==> src/rtl/load_store_unit.sv <==
// Load/store unit: turns datapath load/store requests into single-beat bus
// accesses, with byte-lane steering, load extension, fault detection and a bus timeout.
module load_store_unit #(
   parameter int AddressWidth  = 10,
   parameter int TimeoutCycles = 16
) (
   input  logic                    clk_i,
   input  logic                    rst_i,
   input  logic                    mem_r_en_i,
   input  logic                    mem_wr_en_i,
   input  logic [2:0]              funct3_i,
   input  logic [AddressWidth-1:0] addr_i,
   input  logic [31:0]             wr_data_i,
   output logic [31:0]             r_data_o,
   output logic                    stall_o,
   output logic                    fault_o,
   output logic                    bus_req_o,
   output logic                    bus_we_o,
   output logic [AddressWidth-1:0] bus_addr_o,
   output logic [3:0]              bus_be_o,
   output logic [31:0]             bus_wdata_o,
   input  logic [31:0]             bus_rdata_i,
   input  logic                    bus_ack_i
);

   typedef enum logic [1:0] {IDLE, BUSY, DONE} state_t;

   localparam logic [7:0] TO_LAST = 8'(TimeoutCycles - 1);

   state_t                  r_state;
   logic                    r_we;
   logic [AddressWidth-1:0] r_addr;
   logic [3:0]              r_be;
   logic [31:0]             r_wdata;
   logic [2:0]              r_funct3;
   logic [1:0]              r_lane;
   logic [7:0]              r_cnt;
   logic [31:0]             r_rdata;
   logic                    r_timeout;

   logic        w_access;
   logic        w_legal;
   logic        w_misal;
   logic        w_start;
   logic        w_bad;
   logic [3:0]  w_be;
   logic [31:0] w_wdata;
   logic [7:0]  w_byte;
   logic [15:0] w_half;
   logic [31:0] w_ext;

   // A simultaneous read and write request is treated as a write.
   assign w_access = mem_r_en_i | mem_wr_en_i;

   always_comb begin
      w_legal = 1'b0;
      case (funct3_i)
         3'b000, 3'b001, 3'b010: w_legal = 1'b1;
         3'b100, 3'b101:         w_legal = ~mem_wr_en_i;
         default:                w_legal = 1'b0;
      endcase
   end

   always_comb begin
      w_misal = 1'b0;
      case (funct3_i[1:0])
         2'b01:   w_misal = addr_i[0];
         2'b10:   w_misal = |addr_i[1:0];
         default: w_misal = 1'b0;
      endcase
   end

   assign w_start = (r_state == IDLE) && w_access && w_legal && !w_misal;
   assign w_bad   = (r_state == IDLE) && w_access && !(w_legal && !w_misal);

   always_comb begin
      w_be    = 4'b1111;
      w_wdata = wr_data_i;
      case (funct3_i[1:0])
         2'b00: begin
            w_be    = 4'b0001 << addr_i[1:0];
            w_wdata = {4{wr_data_i[7:0]}};
         end
         2'b01: begin
            w_be    = addr_i[1] ? 4'b1100 : 4'b0011;
            w_wdata = {2{wr_data_i[15:0]}};
         end
         default: begin
            w_be    = 4'b1111;
            w_wdata = wr_data_i;
         end
      endcase
   end

   // Lane selection uses the latched address so the bus word can arrive any time.
   always_comb begin
      w_byte = bus_rdata_i[7:0];
      case (r_lane)
         2'd0: w_byte = bus_rdata_i[7:0];
         2'd1: w_byte = bus_rdata_i[15:8];
         2'd2: w_byte = bus_rdata_i[23:16];
         2'd3: w_byte = bus_rdata_i[31:24];
         default: w_byte = bus_rdata_i[7:0];
      endcase
      w_half = r_lane[1] ? bus_rdata_i[31:16] : bus_rdata_i[15:0];
      case (r_funct3)
         3'b000:  w_ext = {{24{w_byte[7]}}, w_byte};
         3'b100:  w_ext = {24'd0, w_byte};
         3'b001:  w_ext = {{16{w_half[15]}}, w_half};
         3'b101:  w_ext = {16'd0, w_half};
         default: w_ext = bus_rdata_i;
      endcase
   end

   always_ff @(posedge clk_i or negedge rst_i) begin
      if (!rst_i) begin
         r_state   <= IDLE;
         r_we      <= 1'b0;
         r_addr    <= '0;
         r_be      <= 4'd0;
         r_wdata   <= 32'd0;
         r_funct3  <= 3'd0;
         r_lane    <= 2'd0;
         r_cnt     <= 8'd0;
         r_rdata   <= 32'd0;
         r_timeout <= 1'b0;
      end else begin
         case (r_state)
            IDLE: begin
               if (w_start) begin
                  r_we      <= mem_wr_en_i;
                  r_addr    <= {addr_i[AddressWidth-1:2], 2'b00};
                  r_be      <= w_be;
                  r_wdata   <= w_wdata;
                  r_funct3  <= funct3_i;
                  r_lane    <= addr_i[1:0];
                  r_cnt     <= 8'd0;
                  r_rdata   <= 32'd0;
                  r_timeout <= 1'b0;
                  r_state   <= BUSY;
               end
            end
            BUSY: begin
               // An ack on the final allowed cycle still completes cleanly.
               if (bus_ack_i) begin
                  if (!r_we) r_rdata <= w_ext;
                  r_state <= DONE;
               end else if (r_cnt == TO_LAST) begin
                  r_timeout <= 1'b1;
                  r_rdata   <= 32'd0;
                  r_state   <= DONE;
               end else begin
                  r_cnt <= r_cnt + 8'd1;
               end
            end
            DONE: begin
               r_timeout <= 1'b0;
               r_state   <= IDLE;
            end
            default: r_state <= IDLE;
         endcase
      end
   end

   assign stall_o     = rst_i & (w_start | (r_state == BUSY));
   assign fault_o     = (rst_i & w_bad) | ((r_state == DONE) & r_timeout);
   assign r_data_o    = (r_state == DONE) ? r_rdata : 32'd0;
   assign bus_req_o   = (r_state == BUSY);
   assign bus_we_o    = r_we;
   assign bus_addr_o  = r_addr;
   assign bus_be_o    = r_be;
   assign bus_wdata_o = r_wdata;

endmodule
==> config.mk <==
export PLATFORM = sky130hd
export DESIGN_NAME = load_store_unit
export DESIGN_NICKNAME = d
export VERILOG_FILES = /design/src/rtl/load_store_unit.sv
export SDC_FILE = /design/constraint.sdc
export NUM_CORES = 1
export LEC_CHECK = 0
export ABC_CLOCK_PERIOD_IN_PS = 2060
export BUFFER_PORTS_ARGS = -buffer_cell sky130_fd_sc_hd__buf_2
export CAP_MARGIN = 20
export CORE_MARGIN = 2
export CORE_UTILIZATION = 46
export CTS_CLUSTER_SIZE = 14
export DETAILED_ROUTE_END_ITERATION = 16
export PLACE_DENSITY = 0.76
export SLEW_MARGIN = 25
export SYNTH_ARGS = -nofsm -noshare
export SYNTH_HDL_FRONTEND = slang
export SYNTH_SLANG_ARGS = --single-unit
==> constraint.sdc <==
create_clock -name clk_i -period 2.06 [get_ports clk_i]
set_clock_uncertainty 0.1 [all_clocks]
set_input_delay 0.206 -clock clk_i [delete_from_list [all_inputs] [get_ports clk_i]]
set_output_delay 0.206 -clock clk_i [all_outputs]
set_load 0.02 [all_outputs]
* Word-level counts from Yosys, hierarchy flattened
Cells that the tools add are included.
Word-level totals: flip-flop bits (word level) 93, bits of input ports 82, output and inout port bits 82, logic and storage cells 88
Operators by class: add/subtract/negate cells 1, eq/ne operators 21, shift operators 1, multiplexer cells 26, bitwise logic cells 7, reduce and logical (&&, ||, !) cells 22
Operators by type and width (count):
- 32-bit 2-to-1 mux | 5
- 32-bit one-hot mux with 2 select lines | 2
- 32-bit one-hot mux with 4 select lines | 1
- 8-bit one-hot mux with 4 select lines | 1
- 8-bit 2-to-1 mux | 3
- 16-bit 2-to-1 mux | 1
- 8-bit one-hot mux with 2 select lines | 1
- 3-bit == test, second input constant | 4
- 4-bit AND reduction | 3
- 8-bit by 1-bit adder with 8-bit output, second input constant | 1
- 2-bit == test, second input constant | 4
- 8-bit by 4-bit == test with 1-bit output, second input constant | 1
- 4-bit one-hot mux with 2 select lines | 1
- 2-bit by 1-bit == test with 1-bit output, second input constant | 3
- 3-bit by 1-bit == test with 1-bit output, second input constant | 2
- 2-bit logical NOT | 3
- 3-bit logical NOT | 2
- 2-bit 2-to-1 mux | 3
- 2-bit inequality test, second input constant | 3
- 1-bit logical AND | 5
- 4-bit 2-to-1 mux | 1
- 1-bit one-hot mux with 2 select lines | 2
- 2-bit one-hot mux with 2 select lines | 1
- 2-bit AND reduction | 2
- 15 further kinds | 23

* Depth between registers and ports, before layout
depth after elaboration 8, mapped depth 9, mapped depth without buffers 6

* Least setup slack after synthesis
OpenSTA, ideal clock, no wires.
path kind reg-to-reg, start reg r_cnt[4], end reg r_rdata[26], library setup time 0.121 ns, data arrival time 2.011 ns, required time 1.839 ns, slack -0.172 ns, stages on the path, launching flop included 8, buffers on the path 3, period minus slack after synthesis 2.232 ns, path through dfrtp_1 > or4_1 > buf_2 > or2_0 > a221o_1 > buf_6 > buf_6 > a22o_1
Between the ends: word-level cells in the longest chain between the ends 3
RTL lines:
- from (decl) | RTL line 37 | logic [7:0] r_cnt;
- from (signal assigned) | RTL line 153 | r_cnt <= r_cnt + 8'd1;
- 8-bit by 4-bit == test with 1-bit output | RTL line 148 | end else if (r_cnt == TO_LAST) begin
- 3-bit by 1-bit inequality test with 1-bit output (no source line)
- 4-bit AND reduction (no source line)
- to (signal assigned) | RTL line 146 | if (!r_we) r_rdata <= w_ext;
- to (decl) | RTL line 38 | logic [31:0] r_rdata;
Every way passes these cells. A chain may end at the register's enable or synchronous reset.

* Worst setup path in the final report
start reg r_cnt[7], end reg r_rdata[15]
Same word-level chain as after synthesis.

==> run_results.csv <==
group,metric,value,unit
outcome,status,"finished with violations",
synthesis,syn_area,0.005081,sq mm
clock_tree,clock_latency,0.38,ns
placed_design,placed_cells,773,
critical_path,cp.arrival,2.35,ns
critical_path,crit_slowest_cell,"or4_4",
sta,hold_violations,0,
sta,setup_viol,28,
sta,period_minus_slack,2.189,ns
critical_path,crit_chain,"or4_4, or2_0, a221o_1, buf_12, mux2_1",
synthesis,synthFlopType,"dfrtp_1",
clock_tree,cts_tree,"built",
critical_path,reg2reg_slack,-0.13,ns
grt,grt_pass1_wl,21690,um
floorplanning,die_h,109.1,um
critical_path,path_max_fanout,25,
critical_path,worstSetupPathType,"flop to flop",
min_path,hp-class,"primary input to flop",
grt,grt.total_usage,0.2396,
routing,wirelength,14240,um
final_layout,area_growth,33.88,%
min_path,hold_start,"wr_data_i[3]",
flow_run,max_cap_viol_count,0,
placed_design,port_buffers,161,
synthesis,synth_top_area_frac,0.4580,
final_layout,fin_nets,750,
floorplanning,initial_core_util,0.4708,
grt,grt_pass1_vias,4342,
final_layout,stdcell_count,809,
routing,wire_per_inst,17.61,um
synthesis,yosysWarnings,0,
critical_path,slowest_delay,0.53,ns
synthesis,ys_top_cells_by_area,"dfrtp_1 (46%), mux2_2 (12%), mux2i_1 (6.3%)",
sta,fin_crit_sh,1.063,
routing,routed-wl-met3,1314,um
synthesis,synth-async-reset-ratio,1.000,
sta,tightest_slew,0.8095,ns
synthesis,ys_types,52,
routing,met1_length,5744,um
min_path,worstHoldPathCells,2,
clock_tree,path_clk_slew,0.09,ns
synthesis,synth_top_area_cell,"dfrtp_1",
routing,initialDrtViolationCount,250,
floorplanning,num_rows,38,
critical_path,reg2reg_from,"r_cnt[7]",
critical_path,r2r_cells,5,
routing,drtAntennaViolNets,0,
critical_path,r2r_end,"r_rdata[15]",
pwr,p_leak,3.397,nW
floorplanning,io_pins,164,
floorplanning,die_w,109.1,um
sta,rsz0062_at_grt,"yes",
clock_tree,clkSinkCount,93,
synthesis,netlist_instances,470,
synthesis,ys_seq_elements,93,
grt,antenna_found_initial,0,
clock_tree,htreeDepth,3,
synthesis,ys_seq_area_frac,0.4580,
synthesis,synthMostInstantiatedCell,"dfrtp_1",
outcome,violations,"negative setup slack",
pwr,finalPower,0.008786,W
placed_design,gp_congestion,0.8430,
routing,dr.max_layer_used,"met4",
pwr,power_density,1291,mW/mm^2
critical_path,cp-start-kind,"flop",
grt,grt_max_degree,65,
min_path,hold_end,"bus_wdata_o[3]",
synthesis,synth_common_cells,"dfrtp_1 (93), mux2_2 (53), inv_1 (35)",
critical_path,cp_top_family,"simple AND/OR/NAND/NOR gates",
critical_path,worst_ep_required_time,2.22,ns
clock_tree,cts-buffers-inserted,9,
floorplanning,dieArea,0.01190,sq mm
critical_path,crit_buf_inv,1,
sta,fmax,456.8,MHz
final_layout,layout-drive-gt1-share,0.4251,
sta,fin_ws,-0.1289,ns
synthesis,avgSynthCellArea,10.81,sq um
final_layout,fin_util,0.6303,
routing,first_pass_iters,5,
routing,dr_total_vias,4450,
grt,grt_overflow,0,
sta,slew_viol_final,0,
clock_tree,clk_path_buf_depth,2,
pwr,ir_drop,890.4,uV
placed_design,hpwl,10070,um
synthesis,synth_edf_count,0,
critical_path,endpoint_kind,"flop",
sta,slew-limit-headroom,0.4603,
routing,post-route-drc-count,0,
routing,routed_via_density,5.501,
clock_tree,root_buffer,"clkbuf_8",
floorplanning,core,0.01079,sq mm
routing,wl_met2,6883,um
state kept, by name, indices dropped and copies added (netlist names):
signal,flops
bus_wdata_o,32
r_rdata,32
bus_addr_o,8
r_cnt,8
bus_be_o,4
r_funct3,3
r_lane,2
r_state,2
bus_we_o,1
r_timeout,1
metrics by stage:
stage	TNS, ns	instance area [sq um]	hold slack [ns]	setup slack, ns
after floorplan	-4.039	5190	-0.1896	-0.1625
after global placement	-11.29	6284	0.1984	-0.1918
after detailed placement	-15.33	6284	0.2073	-0.2659
after CTS	-1.475	6648	0.0001280	-0.1269
after global routing	-2.890	6800	0.009275	-0.1628
final	-1.403	6803	0.008919	-0.1289
cell usage in the layout, fill, tap and decap left out, types with 5 or more instances in the layout:
master,netlist,final
mux2_2,53,46
dlygate4sd3_1,0,12
buf_6,4,5
nor2b_1,12,11
o221ai_1,13,13
a21oi_1,7,7
and2_1,33,33
mux2_1,8,8
inv_1,35,34
nand2_1,23,23
clkbuf_8,0,9
o22ai_1,21,21
dfrtp_1,93,91
nor2_1,10,10
buf_4,2,61
buf_2,8,135
a22o_1,25,25
mux2_4,0,7
mux2i_1,32,32
a22oi_1,8,8
a21boi_0,6,6
worst register-to-register path: cells and delay by family, from the launching register on:
| kind | cells | cell delay, ns |
|---|---|---|
| AOI/OAI and AO/OA | 1 | 0.33 |
| buffers and inverters | 1 | 0.18 |
| DFF | 1 | 0.39 |
| muxes | 1 | 0.32 |
| and+or+nand+nor | 2 | 0.76 |
per-layer routing:
metal  global-route usage  vias up
met3              0.07053       22
met5                    0        -
met2               0.3900      212
met4              0.08608        0
met1               0.3031     2141
li1                     -     2075
how the worst max path moves through the flow:
stage | start | end | cells after the start
2_1_floorplan | r_cnt[5] | r_rdata[26] | 7
3_3_place_gp | funct3_i[1] | bus_wdata_o[26] | 8
3_5_place_dp | funct3_i[1] | bus_be_o[1] | 8
4_1_cts | r_cnt[7] | r_rdata[15] | 5
5_1_grt | r_cnt[7] | r_rdata[15] | 5
6_report | r_cnt[7] | r_rdata[15] | 5
final cells by class:
cell class / instances / area [sq um]
repair buffers: 219 / 1453
multi-input cells: 306 / 2517
inverters: 35 / 143.9
clock buffers: 11 / 131.4
diodes: 1 / 2.502
flip-flops and latches: 93 / 2330
clock inverters: 4 / 50.05
fillers: 858 / 3990
well taps: 140 / 175.2
report_power, final:
part	leakage (nW)	switching [W]	internal, W
Combinational	2.14	0.00238	0.00206
Sequential	1.17	0.000538	0.00260
Clock	0.0854	0.000650	0.000554
repair_timing:
item / 4_1_cts / 5_1_grt
pin swaps: 2 / 1
hold buffers: 12 / 0
setup endpoints to repair: 61 / 38
gates resized for setup: 8 / 28
cloned: 1 / 2
hold endpoints to repair: 46 / 0
buffers inserted: 1 / 4
logic make-up after synthesis:
group | after synthesis | share of synthesized area
AOI/OAI and AO/OA | 103 | 0.1529
and+or+nand+nor | 100 | 0.1081
muxes | 94 | 0.2027
DFF | 93 | 0.4580
buffers and inverters | 72 | 0.06255
adders and majority gates | 4 | 0.009850
xor gates and xnor gates | 3 | 0.005172
other | 1 | 0.0007380
Power figures use the tool's default switching activity.
